## src/rtl/coin_credit_collector_pkg.sv

```systemverilog
// Shared definitions for the vending purchase path: state encoding, coin codes,
// coin values and money width.
package vend_pkg;

  localparam int MONEY_W        = 4;
  localparam int MAX_CREDIT_DEF = 15;

  typedef enum logic [1:0] {
    IDLE    = 2'b00,
    COLLECT = 2'b01,
    OFFER   = 2'b10,
    REFUND  = 2'b11
  } state_e;

  localparam logic [1:0] COIN_1       = 2'b00;
  localparam logic [1:0] COIN_2       = 2'b01;
  localparam logic [1:0] COIN_5       = 2'b10;
  localparam logic [1:0] COIN_INVALID = 2'b11;

  // Returns the 5-bit money value of a coin code; the invalid code is worth 0.
  function automatic logic [4:0] coin_value(input logic [1:0] code);
    logic [4:0] value;
    case (code)
      COIN_1:  value = 5'd1;
      COIN_2:  value = 5'd2;
      COIN_5:  value = 5'd5;
      default: value = 5'd0;
    endcase
    return value;
  endfunction

endpackage

```

## src/rtl/coin_credit_collector_if.sv

```systemverilog
// Valid/ready offer channel carrying the collected credit to the customer stage.
interface coin_credit_collector_if;
  import vend_pkg::*;

  logic               offer_valid;
  logic [MONEY_W-1:0] offer_money;
  logic               offer_ready;

  modport master (output offer_valid, output offer_money, input offer_ready);
  modport slave  (input offer_valid, input offer_money, output offer_ready);
endinterface

```

## src/rtl/coin_credit_collector_inactivity_timer.sv

```systemverilog
// Inactivity counter: counts enabled cycles since the last clear and flags the
// final cycle of the timeout window.
module inactivity_timer #(
  parameter int TIMEOUT_CYCLES = 1000,
  parameter int CNT_W          = 10
) (
  input  logic clk,
  input  logic rst_n,
  input  logic clear,
  input  logic enable,
  output logic expired
);

  localparam logic [CNT_W-1:0] LAST = CNT_W'(TIMEOUT_CYCLES - 1);

  logic [CNT_W-1:0] count_r;

  // Counter register: clear wins, then saturating increment while enabled.
  always_ff @(posedge clk or negedge rst_n) begin
    if (!rst_n) begin
      count_r <= {CNT_W{1'b0}};
    end else if (clear) begin
      count_r <= {CNT_W{1'b0}};
    end else if (enable && (count_r != LAST)) begin
      count_r <= count_r + CNT_W'(1);
    end else begin
      count_r <= count_r;
    end
  end

  // Independent of clear so the owner may fold expiry into its clear decision.
  assign expired = enable && (count_r == LAST);

endmodule

```

## src/rtl/coin_credit_collector.sv

```systemverilog
// Coin credit collector: accumulates coin credit, offers it to the customer stage
// over a valid/ready channel, or refunds it on cancel, timeout or maintenance mode.
module coin_credit_collector
  import vend_pkg::*;
#(
  parameter int TIMEOUT_CYCLES = 1000,
  parameter int CNT_W          = 10,
  parameter int MAX_CREDIT     = MAX_CREDIT_DEF
) (
  input  logic                           clk,
  input  logic                           rst_n,
  input  logic                           mode,
  input  logic                           coin_valid,
  input  logic [1:0]                     coin_type,
  input  logic                           buy,
  input  logic                           cancel,
  coin_credit_collector_if.master        offer,
  output logic [MONEY_W-1:0]             credit,
  output logic                           coin_reject,
  output logic                           refund_valid,
  output logic [MONEY_W-1:0]             refund_amount,
  output logic                           busy
);

  state_e             state_r, state_next_s;
  logic [MONEY_W-1:0] credit_r, credit_next_s;
  logic [MONEY_W-1:0] offer_money_r, refund_amount_r;
  logic               offer_valid_r, coin_reject_r, refund_valid_r, busy_r;
  logic [4:0]         sum_s;
  logic               coin_ok_s, accept_s, expired_s, timer_clear_s, timer_en_s;

  assign timer_en_s    = (state_r == COLLECT);
  assign timer_clear_s = accept_s || (state_r != COLLECT);

  inactivity_timer #(
    .TIMEOUT_CYCLES (TIMEOUT_CYCLES),
    .CNT_W          (CNT_W)
  ) u_timer (
    .clk     (clk),
    .rst_n   (rst_n),
    .clear   (timer_clear_s),
    .enable  (timer_en_s),
    .expired (expired_s)
  );

  // Coin eligibility: 5-bit sum so the ceiling compare can never wrap.
  always_comb begin
    sum_s     = {1'b0, credit_r} + coin_value(coin_type);
    coin_ok_s = coin_valid && (coin_type != COIN_INVALID) && mode &&
                !buy && !cancel && (sum_s <= 5'(MAX_CREDIT));
  end

  // Next-state and credit datapath.
  always_comb begin
    state_next_s  = state_r;
    credit_next_s = credit_r;
    accept_s      = 1'b0;
    case (state_r)
      IDLE: begin
        if (coin_ok_s) begin
          accept_s      = 1'b1;
          state_next_s  = COLLECT;
          credit_next_s = sum_s[MONEY_W-1:0];
        end else begin
          state_next_s  = IDLE;
        end
      end
      COLLECT: begin
        if (!mode || cancel) begin
          state_next_s = REFUND;
        end else if (buy) begin
          state_next_s = OFFER;
        end else if (expired_s) begin
          state_next_s = REFUND;
        end else if (coin_ok_s) begin
          accept_s      = 1'b1;
          credit_next_s = sum_s[MONEY_W-1:0];
        end else begin
          state_next_s = COLLECT;
        end
      end
      OFFER: begin
        if (offer_valid_r && offer.offer_ready) begin
          state_next_s  = IDLE;
          credit_next_s = {MONEY_W{1'b0}};
        end else begin
          state_next_s  = OFFER;
        end
      end
      REFUND: begin
        state_next_s  = IDLE;
        credit_next_s = {MONEY_W{1'b0}};
      end
      default: begin
        state_next_s  = IDLE;
        credit_next_s = {MONEY_W{1'b0}};
      end
    endcase
  end

  // State, credit and every output are registered from the next-state view.
  always_ff @(posedge clk or negedge rst_n) begin
    if (!rst_n) begin
      state_r         <= IDLE;
      credit_r        <= {MONEY_W{1'b0}};
      offer_valid_r   <= 1'b0;
      offer_money_r   <= {MONEY_W{1'b0}};
      coin_reject_r   <= 1'b0;
      refund_valid_r  <= 1'b0;
      refund_amount_r <= {MONEY_W{1'b0}};
      busy_r          <= 1'b0;
    end else begin
      state_r         <= state_next_s;
      credit_r        <= credit_next_s;
      offer_valid_r   <= (state_next_s == OFFER);
      offer_money_r   <= (state_next_s == OFFER) ? credit_next_s : {MONEY_W{1'b0}};
      coin_reject_r   <= coin_valid && !accept_s;
      refund_valid_r  <= (state_next_s == REFUND);
      refund_amount_r <= (state_next_s == REFUND) ? credit_next_s : {MONEY_W{1'b0}};
      busy_r          <= (state_next_s != IDLE);
    end
  end

  assign offer.offer_valid = offer_valid_r;
  assign offer.offer_money = offer_money_r;
  assign credit            = credit_r;
  assign coin_reject       = coin_reject_r;
  assign refund_valid      = refund_valid_r;
  assign refund_amount     = refund_amount_r;
  assign busy              = busy_r;

endmodule

```

## src/flat_wrapper.sv

```systemverilog
// flat-port wrapper written by rule: the top's interface ports become plain ports
module coin_credit_collector_flat import vend_pkg::*;
#(
  parameter int TIMEOUT_CYCLES = 1000,
  parameter int CNT_W          = 10,
  parameter int MAX_CREDIT     = MAX_CREDIT_DEF
)
  (clk, rst_n, mode, coin_valid, coin_type, buy, cancel, credit, coin_reject, refund_valid, refund_amount, busy, offer_offer_valid, offer_offer_money, offer_offer_ready);
  coin_credit_collector_if offer_i ();
  input  logic clk;
  input  logic rst_n;
  input  logic mode;
  input  logic coin_valid;
  input  logic [1:0] coin_type;
  input  logic buy;
  input  logic cancel;
  output logic [MONEY_W-1:0] credit;
  output logic coin_reject;
  output logic refund_valid;
  output logic [MONEY_W-1:0] refund_amount;
  output logic busy;
  output wire logic [$bits(offer_i.offer_valid)-1:0] offer_offer_valid;
  output wire logic [$bits(offer_i.offer_money)-1:0] offer_offer_money;
  input wire logic [$bits(offer_i.offer_ready)-1:0] offer_offer_ready;
  assign offer_offer_valid = offer_i.offer_valid;
  assign offer_offer_money = offer_i.offer_money;
  assign offer_i.offer_ready = offer_offer_ready;
  coin_credit_collector #(.TIMEOUT_CYCLES(TIMEOUT_CYCLES), .CNT_W(CNT_W), .MAX_CREDIT(MAX_CREDIT)) u_core (.clk(clk), .rst_n(rst_n), .mode(mode), .coin_valid(coin_valid), .coin_type(coin_type), .buy(buy), .cancel(cancel), .offer(offer_i), .credit(credit), .coin_reject(coin_reject), .refund_valid(refund_valid), .refund_amount(refund_amount), .busy(busy));
endmodule
```

## config.mk

```make
export PLATFORM = sky130hd
export DESIGN_NAME = coin_credit_collector_flat
export DESIGN_NICKNAME = d
export VERILOG_FILES = /design/src/rtl/coin_credit_collector_pkg.sv /design/src/rtl/coin_credit_collector_if.sv /design/src/rtl/coin_credit_collector_inactivity_timer.sv /design/src/rtl/coin_credit_collector.sv /design/src/flat_wrapper.sv
export SDC_FILE = /design/constraint.sdc
export NUM_CORES = 1
export LEC_CHECK = 0
export BUFFER_PORTS_ARGS = -buffer_cell sky130_fd_sc_hd__buf_2
export CAP_MARGIN = 10
export CORE_ASPECT_RATIO = 1.4
export CORE_MARGIN = 2
export CORE_UTILIZATION = 25
export DETAILED_ROUTE_END_ITERATION = 8
export PLACE_DENSITY = 0.45
export SYNTH_ARGS = -nofsm -noshare
export SYNTH_HDL_FRONTEND = slang
export SYNTH_SLANG_ARGS = --single-unit
```

## constraint.sdc

```tcl
create_clock -name clk -period 3.1 [get_ports clk]
set_input_delay 0.31 -clock clk [delete_from_list [all_inputs] [get_ports clk]]
set_output_delay 0.31 -clock clk [all_outputs]
set_load 0.05 [all_outputs]
```

==> results by group <==
Synth
  • Post-Syn Nets: ~140
  • Mapped Area: 0.00138 mm2
  • Post-Synth XOR/XNOR Area: 0.0443
  • Cell count after synthesis: 130
  • Compound-cell area share of the yosys netlist: 0.107
  • Number of synthesized flops with an enable pin: 0
  • Sequential element share of the synthesized area: 0.507
  • Ys Warns: 0
  • Yosys top cell area share: 0.507
  • Most used DFF post-synth: dfrtp_1
  • Flops & latches, synth: 28
  • Ys async rst share: 1.00
  • Mux cell area share after synthesis: 0.00724
  • Post-Synth Adder-Cell Area: 0.0507
  • Synth area leader: dfrtp_1
  • Top-count cell post-synth: dfrtp_1
  • Simple-gate share of the synthesized area: 0.241
  • Cell variety after synth: 41
  • Mean Syn Cell Area: 10.6 um2
  • Synth top area cells: dfrtp_1 51%, ha_1 3.6%, xor2_1 3.2%
  • Synth cell count leaders: 28 x dfrtp_1, 10 x inv_1, 10 x nor2_1
  • Main combinational cell family by area after synthesis: simple AND/OR/NAND/NOR gates

Pwr
  • Total chip power: 1.13 mW
  • Pwr/cell area: 690 mW/mm2
  • Max VDD drop: about 0.00017 V
  • Leak: between 0.8 and 0.9 nW

Clocking
  • Htree depth: 1
  • CTS Buf Count: 3
  • Clock tree buffer depth: 2
  • CTS sink cnt: 28
  • CTS tree: done
  • Clock insertion delay at the later pin of the skew report: 0.28 ns
  • CTS Hold Bufs: 0
  • Post_cts resized: 0
  • Clock-pin slew on the worst setup and hold paths: 0.09 ns
  • Post-CTS Setup Inserts: 0
  • Root Driver: clkbuf_8

Run
  • Max Cap Viol: 0

Timing
  • Worst slew margin: 0.578
  • Least-Margin Pin Slew: 0.633 ns
  • Hold_ws: approximately 0.040 ns
  • Final Hold Viols: 0
  • Crit share post-route: 0.698
  • Fin. max-slew vios: 0
  • Unrepaired setup endpoints after global routing: no
  • Min Tclk post-route: 2.16 ns
  • Setup_tns: 0 ns
  • Fmax: approximately 0.46 GHz
  • Setup Skew: 0.00123 ns
  • Setup ws final: 0.938 ns
  • Final Setup Violations: 0

Worst setup path
  • Data required, critical path: 3.32 ns
  • R2R Path Start: u_core.credit[0]
  • Nature of the critical path endpoint: register
  • CP arrival: 2.38 ns
  • Crit Path Class: reg2reg
  • Number of cells on the worst reg-to-reg path: 8
  • CP max FO: 7
  • CP Launch Type: register
  • Worst Setup SP: u_core.credit[0]

Global routing
  • Vias in the first global route: 1006
  • Largest net degree at the start of global routing: 29
  • Tot GR Track Use: 0.105
  • First-pass GRT wire length: 4890 um
  • GRT overflow: 0
  • Initial antenna violation count: 0

Routing
  • Via count: around 1000
  • DR WL/cell: roughly 13 um
  • Total wire length: 2850 um
  • DR DRC count: 0
  • Final ANT Viol Nets: 0
  • Avg Vias per Cell: between 4 and 5
  • Drt first-iter violations: 37
  • TritonRoute pass-1 iters: 4

Die
  • CORE AREA: 0.00541 mm2
  • Die footprint: 0.00615 mm2
  • Number of top-level pins: 25
  • Starting Density: 0.256
  • Die X: 66.9 um
  • Num rows: 32
  • Die Ht: about 90 um

Layout
  • Final core utilization: 0.303
  • Fill cell count: 581
  • Share of cells above drive strength 1: 0.226
  • Non-Filler Instances: 223
  • Area Growth Syn to Fin: 18.4%
  • Ant. Diodes: 0
  • Final nets: 170
  • Post-route cell area: 0.00164 mm2

Place
  • Placed insts: around 220
  • RD Place Congestion: about 0.7
  • Area after DPL: between 0.0015 and 0.002 mm2
  • Buffers on Ports: 24
  • DP HPWL: 2190 um
  • Pre-CTS setup slack: just under 0.9 ns

Outcome
  • Status: finished clean

Worst hold path
  • Hold Crit Class: in2async
## cell usage in the layout, fill, tap and decap left out, drive strengths merged, types with 5 or more instances in the layout
cell   instances
inv           10
buf           24
and2           6
xor2           5
dfrtp         28
nand2          8
a21oi          5
nand3          5
nor2b          5
nor2          10
## path summary, 6_finish.rpt
kind | end | slack [ns]
setup / recovery | u_core.offer.offer_money[3] | 0.94
hold / removal | u_core.busy | 0.04
setup reg to reg | u_core.offer.offer_money[3] | 0.94
hold reg to reg | u_core.u_timer.count_r[1] | 0.52
max in group asynchronous | u_core.credit[1] | 2.65
min in group clk | u_core.coin_reject | 0.30
## critical path, stage by stage, from the launching register on
cell     delay (ns)
dfrtp_1        0.42
ha_1           0.19
inv_1          0.05
fa_1           0.39
nor2b_1        0.11
o21ai_0        0.11
and2_1         0.24
o21ai_1        0.36
and3_1         0.22
## cell type report
cell class / instances / area [um2] / area share
Sequential cell: 28 / 701 / 0.428
Clock buffer: 3 / 41.3 / 0.0252
Inverter: 10 / 37.5 / 0.0229
Timing Repair Buffer: 24 / 120 / 0.0734
Multi-Input combinational cell: 89 / 622 / 0.380
Clock inverter: 1 / 30.0 / 0.0183
Tap cell: 68 / 85.1 / 0.0520
## layer usage
layer | vias to the layer above | GRT usage | wire length, um
li1 | 496 | - | -
met1 | 488 | 0.133 | 1260
met2 | 17 | 0.173 | 1440
met3 | 5 | 0.00736 | 71
met4 | 0 | 0.0561 | 77
met5 | - | 0 | 0
## state kept, by name, indices dropped and copies added, names as in the netlist
| name | flops |
|---|---|
| u_core.refund_valid | 1 |
| u_core.offer.offer_money | 4 |
| u_core.state_r | 2 |
| u_core.u_timer.count_r | 10 |
| u_core.refund_amount | 4 |
| u_core.coin_reject | 1 |
| u_core.busy | 1 |
| u_core.offer.offer_valid | 1 |
| u_core.credit | 4 |
## kinds of logic after synthesis
kind of cell | Yosys count
AND/OR/NAND/NOR | 56
flip-flops | 28
XOR/XNOR | 7
adder cells (fa/ha/maj) | 5
AO/OA/AOI/OAI | 20
buffers and inverters | 13
multiplexers | 1
## where the power goes
part	internal [mW]	leakage (nW)	total [mW]	switching (mW)
sequential	0.415	0.383	0.477	0.0628
clock	0.173	0.0357	0.286	0.113
combinational	0.113	0.395	0.366	0.253
Power figures use the tool's default switching activity.
